### src/rtl/program_loader.sv
// -----------------------------------------------------------------------------
// program_loader
//
// Bytewise program loader. It takes a valid/ready byte stream from a host or
// serial front end and writes a program image into the RAM program-load port.
// The CPU is held in reset while the image is written and released when the
// frame completes.
//
// Frame: header byte, then N data bytes, then an optional checksum byte.
//   header[7:4] = start address A, header[3:0] = N-1 (N = 1..16).
//
// Optional feature macro: LOADER_CHECKSUM_EN
//   defined   : a trailing checksum byte (8-bit sum of the data bytes) is
//               expected; on mismatch `error` is set and the CPU stays held.
//   undefined : no checksum byte, no accumulator, `error` tied to 0.
//
// Ports:
//   clk            in   system clock, rising edge
//   reset          in   asynchronous active-low reset
//   s_valid        in   host byte valid
//   s_data         in   host byte (DATA_W)
//   s_ready        out  loader can accept a byte (combinational state decode)
//   input_mode     out  RAM write strobe, one cycle per data byte
//   input_address  out  RAM write address (ADDR_W)
//   input_program  out  RAM write data (DATA_W)
//   cpu_reset      out  active-low CPU reset; 0 holds the CPU
//   busy           out  a frame is in progress
//   done           out  one-cycle pulse when the CPU is released
//   error          out  sticky checksum failure, cleared by the next header
// -----------------------------------------------------------------------------
module program_loader #(
  parameter int ADDR_W = 4,
  parameter int DATA_W = 8
) (
  input  logic              clk,
  input  logic              reset,
  input  logic              s_valid,
  input  logic [DATA_W-1:0] s_data,
  output logic              s_ready,
  output logic              input_mode,
  output logic [ADDR_W-1:0] input_address,
  output logic [DATA_W-1:0] input_program,
  output logic              cpu_reset,
  output logic              busy,
  output logic              done,
  output logic              error
);

  localparam logic [2:0] ST_IDLE    = 3'd0;
  localparam logic [2:0] ST_DATA    = 3'd1;
`ifdef LOADER_CHECKSUM_EN
  localparam logic [2:0] ST_CHK     = 3'd2;
`endif
  // DRAIN lets the final RAM write retire before RELEASE, so the CPU is
  // released two edges after the last accepted byte and never while a write
  // strobe is still high.
  localparam logic [2:0] ST_DRAIN   = 3'd3;
  localparam logic [2:0] ST_RELEASE = 3'd4;

  logic [2:0]        state_r;
  logic [ADDR_W-1:0] addr_cnt_r;
  logic [3:0]        remain_r;
  logic              input_mode_r;
  logic [ADDR_W-1:0] input_address_r;
  logic [DATA_W-1:0] input_program_r;
  logic              cpu_reset_r;
  logic              busy_r;
  logic              done_r;
  logic              s_ready_s;
  logic              xfer_s;
`ifdef LOADER_CHECKSUM_EN
  logic [DATA_W-1:0] acc_r;
  logic              error_r;
`endif

  // Ready decode: accepting states only, and never while reset is asserted.
  always_comb begin
    s_ready_s = 1'b0;
    case (state_r)
      ST_IDLE:  s_ready_s = reset;
      ST_DATA:  s_ready_s = reset;
`ifdef LOADER_CHECKSUM_EN
      ST_CHK:   s_ready_s = reset;
`endif
      default:  s_ready_s = 1'b0;
    endcase
  end

  assign xfer_s = s_valid && s_ready_s;

  // Frame FSM, address/count tracking, RAM write port and CPU reset control.
  always_ff @(posedge clk or negedge reset) begin
    if (!reset) begin
      state_r         <= ST_IDLE;
      addr_cnt_r      <= {ADDR_W{1'b0}};
      remain_r        <= 4'd0;
      input_mode_r    <= 1'b0;
      input_address_r <= {ADDR_W{1'b0}};
      input_program_r <= {DATA_W{1'b0}};
      cpu_reset_r     <= 1'b0;
      busy_r          <= 1'b0;
      done_r          <= 1'b0;
`ifdef LOADER_CHECKSUM_EN
      acc_r           <= {DATA_W{1'b0}};
      error_r         <= 1'b0;
`endif
    end else begin
      // Strobes are single-cycle unless re-asserted below.
      input_mode_r <= 1'b0;
      done_r       <= 1'b0;
      case (state_r)
        ST_IDLE: begin
          if (xfer_s) begin
            addr_cnt_r  <= ADDR_W'(s_data[7:4]);
            remain_r    <= s_data[3:0];
            cpu_reset_r <= 1'b0;   // also re-holds the CPU on a reload
            busy_r      <= 1'b1;
`ifdef LOADER_CHECKSUM_EN
            acc_r       <= {DATA_W{1'b0}};
            error_r     <= 1'b0;
`endif
            state_r     <= ST_DATA;
          end
        end
        ST_DATA: begin
          if (xfer_s) begin
            input_mode_r    <= 1'b1;
            input_address_r <= addr_cnt_r;
            input_program_r <= s_data;
            addr_cnt_r      <= addr_cnt_r + {{(ADDR_W-1){1'b0}}, 1'b1};
            remain_r        <= remain_r - 4'd1;
`ifdef LOADER_CHECKSUM_EN
            acc_r           <= acc_r + s_data;
`endif
            if (remain_r == 4'd0) begin
`ifdef LOADER_CHECKSUM_EN
              state_r <= ST_CHK;
`else
              state_r <= ST_DRAIN;
`endif
            end
          end
        end
`ifdef LOADER_CHECKSUM_EN
        ST_CHK: begin
          if (xfer_s) begin
            if (s_data == acc_r) begin
              state_r <= ST_DRAIN;
            end else begin
              // Bad image: keep the CPU held and report.
              error_r <= 1'b1;
              busy_r  <= 1'b0;
              state_r <= ST_IDLE;
            end
          end
        end
`endif
        ST_DRAIN: begin
          state_r <= ST_RELEASE;
        end
        ST_RELEASE: begin
          cpu_reset_r <= 1'b1;
          done_r      <= 1'b1;
          busy_r      <= 1'b0;
          state_r     <= ST_IDLE;
        end
        default: begin
          state_r <= ST_IDLE;
        end
      endcase
    end
  end

  assign s_ready       = s_ready_s;
  assign input_mode    = input_mode_r;
  assign input_address = input_address_r;
  assign input_program = input_program_r;
  assign cpu_reset     = cpu_reset_r;
  assign busy          = busy_r;
  assign done          = done_r;
`ifdef LOADER_CHECKSUM_EN
  assign error         = error_r;
`else
  assign error         = 1'b0;
`endif

endmodule

### config.mk
export PLATFORM = sky130hd
export DESIGN_NAME = program_loader
export DESIGN_NICKNAME = d
export VERILOG_FILES = /design/src/rtl/program_loader.sv
export SDC_FILE = /design/constraint.sdc
export NUM_CORES = 1
export LEC_CHECK = 0
export CAP_MARGIN = 20
export CORE_MARGIN = 2
export CORE_UTILIZATION = 47
export CTS_CLUSTER_DIAMETER = 40
export DETAILED_ROUTE_END_ITERATION = 10
export DONT_BUFFER_PORTS = 1
export PLACE_DENSITY = 0.7
export REMOVE_ABC_BUFFERS = 1
export SETUP_SLACK_MARGIN = 0.2
export SYNTH_ARGS = -nofsm -noshare
export SYNTH_HDL_FRONTEND = slang
export SYNTH_SLANG_ARGS = --single-unit
### constraint.sdc
create_clock -name clk -period 3 [get_ports clk]
set_clock_uncertainty 0.15 [all_clocks]
set_input_delay 0.6 -clock clk [delete_from_list [all_inputs] [get_ports clk]]
set_output_delay 0.6 -clock clk [all_outputs]
set_load 0.01 [all_outputs]
# After elaboration in Yosys (flattened, before gate mapping)
# Cells that the tools add are included.
[word_totals]
register_bits = 27
input_bits = 11
word_cells = 45
[op_classes]
n_addsub = 2
eq_ne = 6
mux = 18
n_reduce_logical = 10
[op_table]
columns = ["cell", "count"]
rows = [
  ["$mux 4", 4],
  ["$pmux 4 s2", 2],
  ["$mux 3", 3],
  ["$pmux 3 s3", 1],
  ["$mux 1", 6],
  ["$ne 2x2->1 const B", 3],
  ["$reduce_and 3->1", 2],
  ["$add 4x1->4 const B", 1],
  ["$logic_not 4->1", 1],
  ["$pmux 1 s2", 2],
  ["$reduce_and 2->1", 2],
  ["$reduce_bool 2->1", 2],
  ["$sub 4x1->4 const B", 1],
  ["$eq 3x1->1 const B", 1],
  ["$eq 3x2->1 const B", 1],
  ["$eq 3x3->1 const B", 1],
  ["$logic_not 3->1", 1],
  ["$reduce_or 2->1", 1],
  ["$logic_and 1x1->1", 1],
]

# Depth between registers and ports, before layout
# Gate-level depths: netlist (run 1).
[logic_depth]
depth_word = 6
mapped_depth = 5
mapped_depth_nobuf = 5

# Worst setup path before layout (run 1)
# No wires, ideal clock.
[synth_path]
path_type = "input-to-output"
from = "in reset"
to = "out s_ready"
arrival_ns = 0.906
required_time_ns = 2.250
setup_slack_ns = 1.344
path_stages = 1
n_path_buf = 0
path_cell_list = "nor3b_1"
[synth_via]
elab_chain_len = 1
[synth_rtl]
columns = ["item", "line", "rtl"]
rows = [
  ["from (decl)", "36", "input logic reset,"],
  ["$mux 1", "79", "case (state_r)"],
  ["to (decl)", "39", "output logic s_ready,"],
]
# No other way between the ends.

# Final worst setup path (run 1)
[layout_path]
from = "reg state_r[0]"
to = "reg input_program_r[2] (netlist: input_program[2])"
[layout_via]
elab_chain_len = 5
elab_cells_between_ends = 6
classes_between = "1 x eq/ne; 1 x mux; 4 x reduce/logical"
[layout_rtl]
columns = ["item", "line", "rtl"]
rows = [
  ["from (decl)", "60", "logic [2:0] state_r;"],
  ["from (signal assigned)", "94", "state_r <= ST_IDLE;"],
  ["from (signal assigned)", "122", "state_r <= ST_DATA;"],
  ["from (signal assigned)", "139", "state_r <= ST_DRAIN;"],
  ["$eq 3x1->1 or $logic_not 3->1 (tied branches)", "79, 111", ""],
  ["$reduce_or 2->1 (no line)", "--", ""],
  ["$mux 1", "79", ""],
  ["$logic_and 1x1->1", "89", "assign xfer_s = s_valid && s_ready_s;"],
  ["$reduce_and 2->1 (no line) (*)", "--", ""],
  ["to (signal assigned)", "99", "input_program_r <= {DATA_W{1'b0}};"],
  ["to (signal assigned)", "129", "input_program_r <= s_data;"],
  ["to (decl)", "65", "logic [DATA_W-1:0] input_program_r;"],
]
# Every way passes the cells marked *; elsewhere a longest branch is shown, timed or not.
# A chain may end at the register's enable or synchronous reset.

==> run_results.csv, run 1 <==
group,metric,value,unit
global_route,grt_first_pass_wirelength,3640,um
route,firstDrtPassIters,4,
setup_path,startpoint,"state_r[0]$_DFFE_PN0P_",
setup_path,endpoint_kind,"register",
worst_hold_path,hp-class,"in -> reg",
place,placement.io_buffers,0,
route,via_per_inst,5.65,
power,power,1230,uW
floorplanning,pin_count,29,
floorplanning,core-area,2690,um2
setup_path,slowest_stage,"dfrtp_1",
sta,setup_viol,0,
route,remaining_drc_errors,0,
sta,fin_crit_sh,68.8,%
status,status,"finished, final reports clean",
final_layout,syn_to_final_growth,3.28,%
logic_synthesis,syn_area,1300,um2
logic_synthesis,ys_seq_area_share,52.1,%
cts,numClockSinks,27,
logic_synthesis,yosysTopAreaCell,"dfrtp_1",
route,drtAntennaViolNets,0,
sta,slew_violations,0,
cts,ctsLongestPathBuffers,2,
setup_path,worstPathRequired,3.07,ns
setup_path,crit_type,"reg -> reg",
power,clockPowerShare,12.5,%
cts,cts_tree,"done",
logic_synthesis,ys_warn_count,0,
global_route,antenna_found_initial,0,
cts,numCtsBuffers,3,
floorplanning,die_y,56.5,um
cts,cts-root-buf,"clkbuf_4",
sta,final-hold-violation-count,0,
route,post_drt_wl_per_cell,15.8,um
final_layout,layout_common_cells,"dfrtp_1 (27), mux2_4 (8), o21ai_0 (7), nand2_1 (6), nor3_1 (6)",
cts,clock_latency,0.32,ns
cts,htreeDepth,1,
logic_synthesis,post_synth.cell_area_avg,12.6,um2
setup_path,crit_chain,"nand4b_4 > nor2_4 > mux2_2",
setup_path,path_buf_inv,0,
place,dpl.hpwl,1460,um
global_route,grt_overflow,0,
logic_synthesis,ys_top_cells_by_area,"dfrtp_1 (52%), mux2_4 (9.3%), mux2_2 (3.5%)",
floorplanning,dieArea,3190,um2
sta,worst_slew_pin_slew,0.734,ns
setup_path,reg2reg_from,"state_r[0]$_DFFE_PN0P_",
sta,setup_tns,0,ns
floorplanning,initial_core_util,48.3,%
sta,worst_slew_margin_rel,51.1,%
sta,post-route-min-period,2.06,ns
logic_synthesis,synth_top_area_share,52.1,%
global_route,grt_max_degree,28,
route,route.vias.total,757,
final_layout,n_fill_cell,238,
flow_run,maxCapViolCount,0,
route,drtIter0Drc,18,
power,switchingPower,444,uW
logic_synthesis,postSynthCellCount,103,
global_route,grt_pass1_vias,777,
worst_hold_path,hp-start,"s_data[6]",
power,p_leak,0.000625,uW
setup_path,cp-start-kind,"register",
final_layout,layout.nets,117,
power,seqPwrFrac,57.6,%
floorplanning,rows,19,
route,wirelength,2120,um
final_layout,postLayoutCoreUtil,49.8,%
final_layout,drive_above_1_share,27.2,%
final_layout,diodes,0,
power,switching_share,36.0,%
final_layout,mostFrequentLayoutCell,"dfrtp_1",
power,intPower,788,uW
logic_synthesis,yosys_register_bits,27,
setup_path,crit_path_max_incr_delay,0.84,ns
setup_path,crit_family,"flip-flops",
logic_synthesis,ys_types,30,
global_route,grt_usage,14.8,%
power,pwr-share-comb,29.9,%
setup_path,crit_fanout,21,
sta,grt_setup_unrepaired,"no",
place,place.gp.congestion,0.717,
cts,clk_pin_slew_worst_paths,0.14,ns
floorplanning,die_w,56.5,um
setup_path,arrival,2.13,ns
power,p_per_area,920,nW/um2
sta,clock.fmax,484,MHz
power,peakVddDrop,0.742,mV
-- final timing paths --
| kind | to | slack (ns) | depth (start not counted) |
|---|---|---|---|
| setup / recovery | input_program[2]$_DFFE_PN0P_ | 0.94 | 3 |
| hold / removal | input_program[6]$_DFFE_PN0P_ | 0.26 | 1 |
| max in group asynchronous | input_program[4]$_DFFE_PN0P_ | 2.01 | 2 |
| setup reg to reg | input_program[2]$_DFFE_PN0P_ | 0.94 | 3 |
| hold reg to reg | state_r[0]$_DFFE_PN0P_ | 0.38 | 1 |
| min in group asynchronous | cpu_reset$_DFFE_PN0P_ | 0.54 | 2 |
-- power by group through the flow --
stage	clock, uW	sequential (uW)	combinational, uW
final	154	709	369
after CTS	163	713	374
after global routing	176	734	420
after detailed placement	0	722	360
after floorplan	0	679	317
after global placement	0	713	341
-- stage by stage --
stage	hold WS [ns]	setup slack (ns)	area, um2	std cells
floorplan	0.154	1.18	1240	97
global placement	0.155	0.995	1280	128
detailed placement	0.155	0.916	1280	128
CTS	0.247	0.890	1340	134
global route	0.232	0.785	1340	134
finish	0.260	0.935	1340	134
-- cells by family after synthesis --
family	Yosys count	share of synthesized area, %
muxes	15	15.1
buffers and inverters	11	5.60
adders and majority gates	2	1.93
AOI/OAI and AO/OA	13	6.27
DFF	27	52.1
and+or+nand+nor	34	18.7
other	1	0.289
-- repair_timing --
action | CTS | global route
hold buffers | 2 | 0
gates resized for setup | 0 | 0
setup buffers | 0 | 0
endpoints found under the hold margin | 27 | 0
-- flip-flops by register name, summed over array words and instances, names as in the netlist --
name	cells
addr_cnt_r	4
input_mode	1
remain_r	4
busy	1
input_program	8
cpu_reset	1
state_r	3
done	1
input_address	4
-- routing by layer --
layer	up-vias	global-route usage [%]	part of all wire (%)
li1	361	-	-
met1	370	18.6	44
met2	24	23.3	48
met3	2	6.91	6.9
met4	0	3.06	0.66
met5	-	0	0
-- cell usage after synthesis (all sizes together) --
master / number
a211oi: 2
and3: 2
and3b: 1
and4: 2
and4bb: 1
buf: 6
conb: 1
dfrtp: 27
ha: 2
inv: 5
mux2: 12
mux2i: 3
nand2: 6
nand2b: 3
nand4b: 1
nand4bb: 1
nor2: 5
nor3: 8
nor3b: 2
o211ai: 1
o21ai: 7
o22ai: 3
or2: 2
-- cell type report --
type / instances / area (um2) / share of cell area [%]
flip-flops and latches: 27 / 676 / 50.5
multi-input cells: 65 / 548 / 40.9
clock inverters: 1 / 5.00 / 0.374
well taps: 31 / 38.8 / 2.90
repair buffers: 2 / 30.0 / 2.24
clock buffers: 3 / 22.5 / 1.68
inverters: 5 / 18.8 / 1.40
Note: power is estimated with default switching activity, not from simulation.
==> inputs of run 2 (changes only) <==
- clock period: 3 -> 1.9 ns (I/O delays scaled with it)
==> run 2 against run 1 <==
  * Hold slack worse by 0.21 ns
  * First-iteration DRC count fell by 28%
  * Sequential power is 52% higher
  * Die area unchanged
  * Wire length fell by 1.1%
  * Clock-buffer cell count rose by 1
  * Critical path depth shrank 2
  * Power grew 59%
  * Combinational power up 75%
  * Non-clock buffer count is 2 higher
  * Sequential cell count unchanged
  * Critical path type is now reg -> out
  * Critical endpoint is now s_ready
==> run_results.csv, run 2 (synthesis gave the netlist of run 1 again) <==
group,metric,value,unit
status,status,"finished, final reports clean",
route,via_per_inst,5.54,
final_layout,largest_reg_flops,8,
cts,clock_latency,0.32,ns
global_route,grt_pass1_vias,767,
place,place.gp.congestion,0.703,
global_route,antenna_found_initial,0,
sta,post-route-min-period,1.63,ns
floorplanning,core-area,2690,um2
sta,setup_tns,0,ns
setup_path,crit_chain,"nor3b_2",
final_layout,postLayoutCoreUtil,51.0,%
power,clockPowerShare,12.0,%
power,p_per_area,1430,nW/um2
place,dpl.hpwl,1420,um
setup_path,r2r-end,"input_program[0]$_DFFE_PN0P_",
setup_path,crit_fanout,7,
floorplanning,pin_count,29,
route,route.vias.total,754,
power,switchingPower,692,uW
setup_path,arrival,1.10,ns
global_route,grt_max_degree,28,
cts,clk_pin_slew_worst_paths,0.13,ns
route,remaining_drc_errors,0,
global_route,grt_overflow,0,
final_layout,mostFrequentLayoutCell,"dfrtp_1",
sta,fin_crit_sh,85.6,%
place,place_ws,0.238,ns
cts,cts_tree,"done",
final_layout,layout_common_cells,"dfrtp_1 (27), mux2_4 (8), o21ai_0 (7), nand2_1 (6), nor3_1 (6)",
setup_path,cp-start-kind,"register",
worst_hold_path,hp-start,"s_data[4]",
worst_hold_path,worstHoldPathCells,1,
power,pwr-share-comb,32.9,%
power,seqPwrFrac,55.1,%
setup_path,endpoint_kind,"output port",
final_layout,diodes,0,
sta,grt_setup_unrepaired,"no",
cts,numCtsBuffers,3,
power,intPower,1270,uW
flow_run,maxCapViolCount,0,
floorplanning,die_y,56.5,um
route,drtAntennaViolNets,0,
floorplanning,initial_core_util,48.3,%
setup_path,rr_worst_depth,4,
power,peakVddDrop,0.945,mV
setup_path,crit_path_max_incr_delay,0.49,ns
sta,setup_viol,0,
sta,clock.fmax,615,MHz
setup_path,crit_type,"reg -> out",
setup_path,rrSetupSlack,0.30,ns
cts,cts-root-buf,"clkbuf_4",
final_layout,syn_to_final_growth,5.60,%
cts,ctsLongestPathBuffers,2,
cts,post_cts_buffers,0,
global_route,grt_usage,14.8,%
global_route,grt_first_pass_wirelength,3590,um
power,p_leak,0.000636,uW
route,post_drt_wl_per_cell,15.4,um
cts,htreeDepth,1,
worst_hold_path,hold-path-endpoint,"input_program[4]$_DFFE_PN0P_",
floorplanning,die_w,56.5,um
power,switching_share,35.3,%
setup_path,path_buf_inv,0,
final_layout,layout.nets,119,
final_layout,drive_above_1_share,28.6,%
worst_hold_path,hp-class,"in -> reg",
setup_path,reg2reg_from,"state_r[2]$_DFFE_PN0P_",
setup_path,worstPathRequired,1.37,ns
route,drtIter0Drc,13,
sta,slew_violations,0,
route,firstDrtPassIters,4,
route,wirelength,2100,um
sta,fin_ws,0.273,ns
floorplanning,dieArea,3190,um2
cts,numClockSinks,27,
power,power,1960,uW
sta,final-hold-violation-count,0,
floorplanning,rows,19,
setup_path,crit_family,"flip-flops",
place,placement.io_buffers,0,
setup_path,slowest_stage,"dfrtp_1",
==> run 2: worst max-delay path by stage <==
stage,startpoint,end,slack [ns],cells past startpoint
6_report,state_r[1]$_DFFE_PN0P_,s_ready,0.27,1
5_1_grt,state_r[1]$_DFFE_PN0P_,s_ready,0.22,1
4_1_cts,state_r[1]$_DFFE_PN0P_,addr_cnt_r[2]$_DFFE_PN0P_,0.21,3
3_5_place_dp,state_r[1]$_DFFE_PN0P_,addr_cnt_r[2]$_DFFE_PN0P_,0.24,3
3_3_place_gp,state_r[1]$_DFFE_PN0P_,addr_cnt_r[2]$_DFFE_PN0P_,0.29,3
2_1_floorplan,state_r[0]$_DFFE_PN0P_,input_program[0]$_DFFE_PN0P_,0.08,3
==> run 2: metal layers <==
| layer | vias to the layer above | share of wire, % | global-route usage (%) |
|---|---|---|---|
| met3 | 2 | 6.8 | 5.99 |
| li1 | 362 | - | - |
| met5 | - | 0 | 0 |
| met4 | 0 | 0.86 | 4.08 |
| met1 | 368 | 44 | 18.3 |
| met2 | 22 | 48 | 24.1 |
==> run 2: power by group through the flow <==
stage          sequential, uW  combinational [uW]  clock, uW
3_3_place_gp             1080                 602          0
6_report                 1080                 645        235
4_1_cts                  1080                 655        250
5_1_grt                  1120                 728        269
2_1_floorplan            1070                 500          0
3_5_place_dp             1090                 631          0
==> run 2: what timing repair did <==
action / CTS / global route
endpoints found under the setup margin: 1 / 5
pin swaps: 0 / 1
hold buffers: 2 / 0
endpoints found under the hold margin: 27 / 0
cloned: 0 / 0
gates resized for setup: 1 / 1
==> run 2: layout make-up <==
type | count | area (um2)
multi-input combinational | 65 | 564
inverter | 5 | 18.8
clock buffer | 4 | 26.3
sequential | 27 | 676
tap | 31 | 38.8
fill | 238 | 1320
timing repair buffer | 4 | 45.0
==> run 2: per-stage QoR <==
stage,area [um2],hold WS [ns],std cells
2_1_floorplan,1240,-0.0656,97
3_3_place_gp,1300,-0.0649,130
3_5_place_dp,1300,-0.0650,130
4_1_cts,1360,0.0346,136
5_1_grt,1370,0.0211,136
6_report,1370,0.0487,136
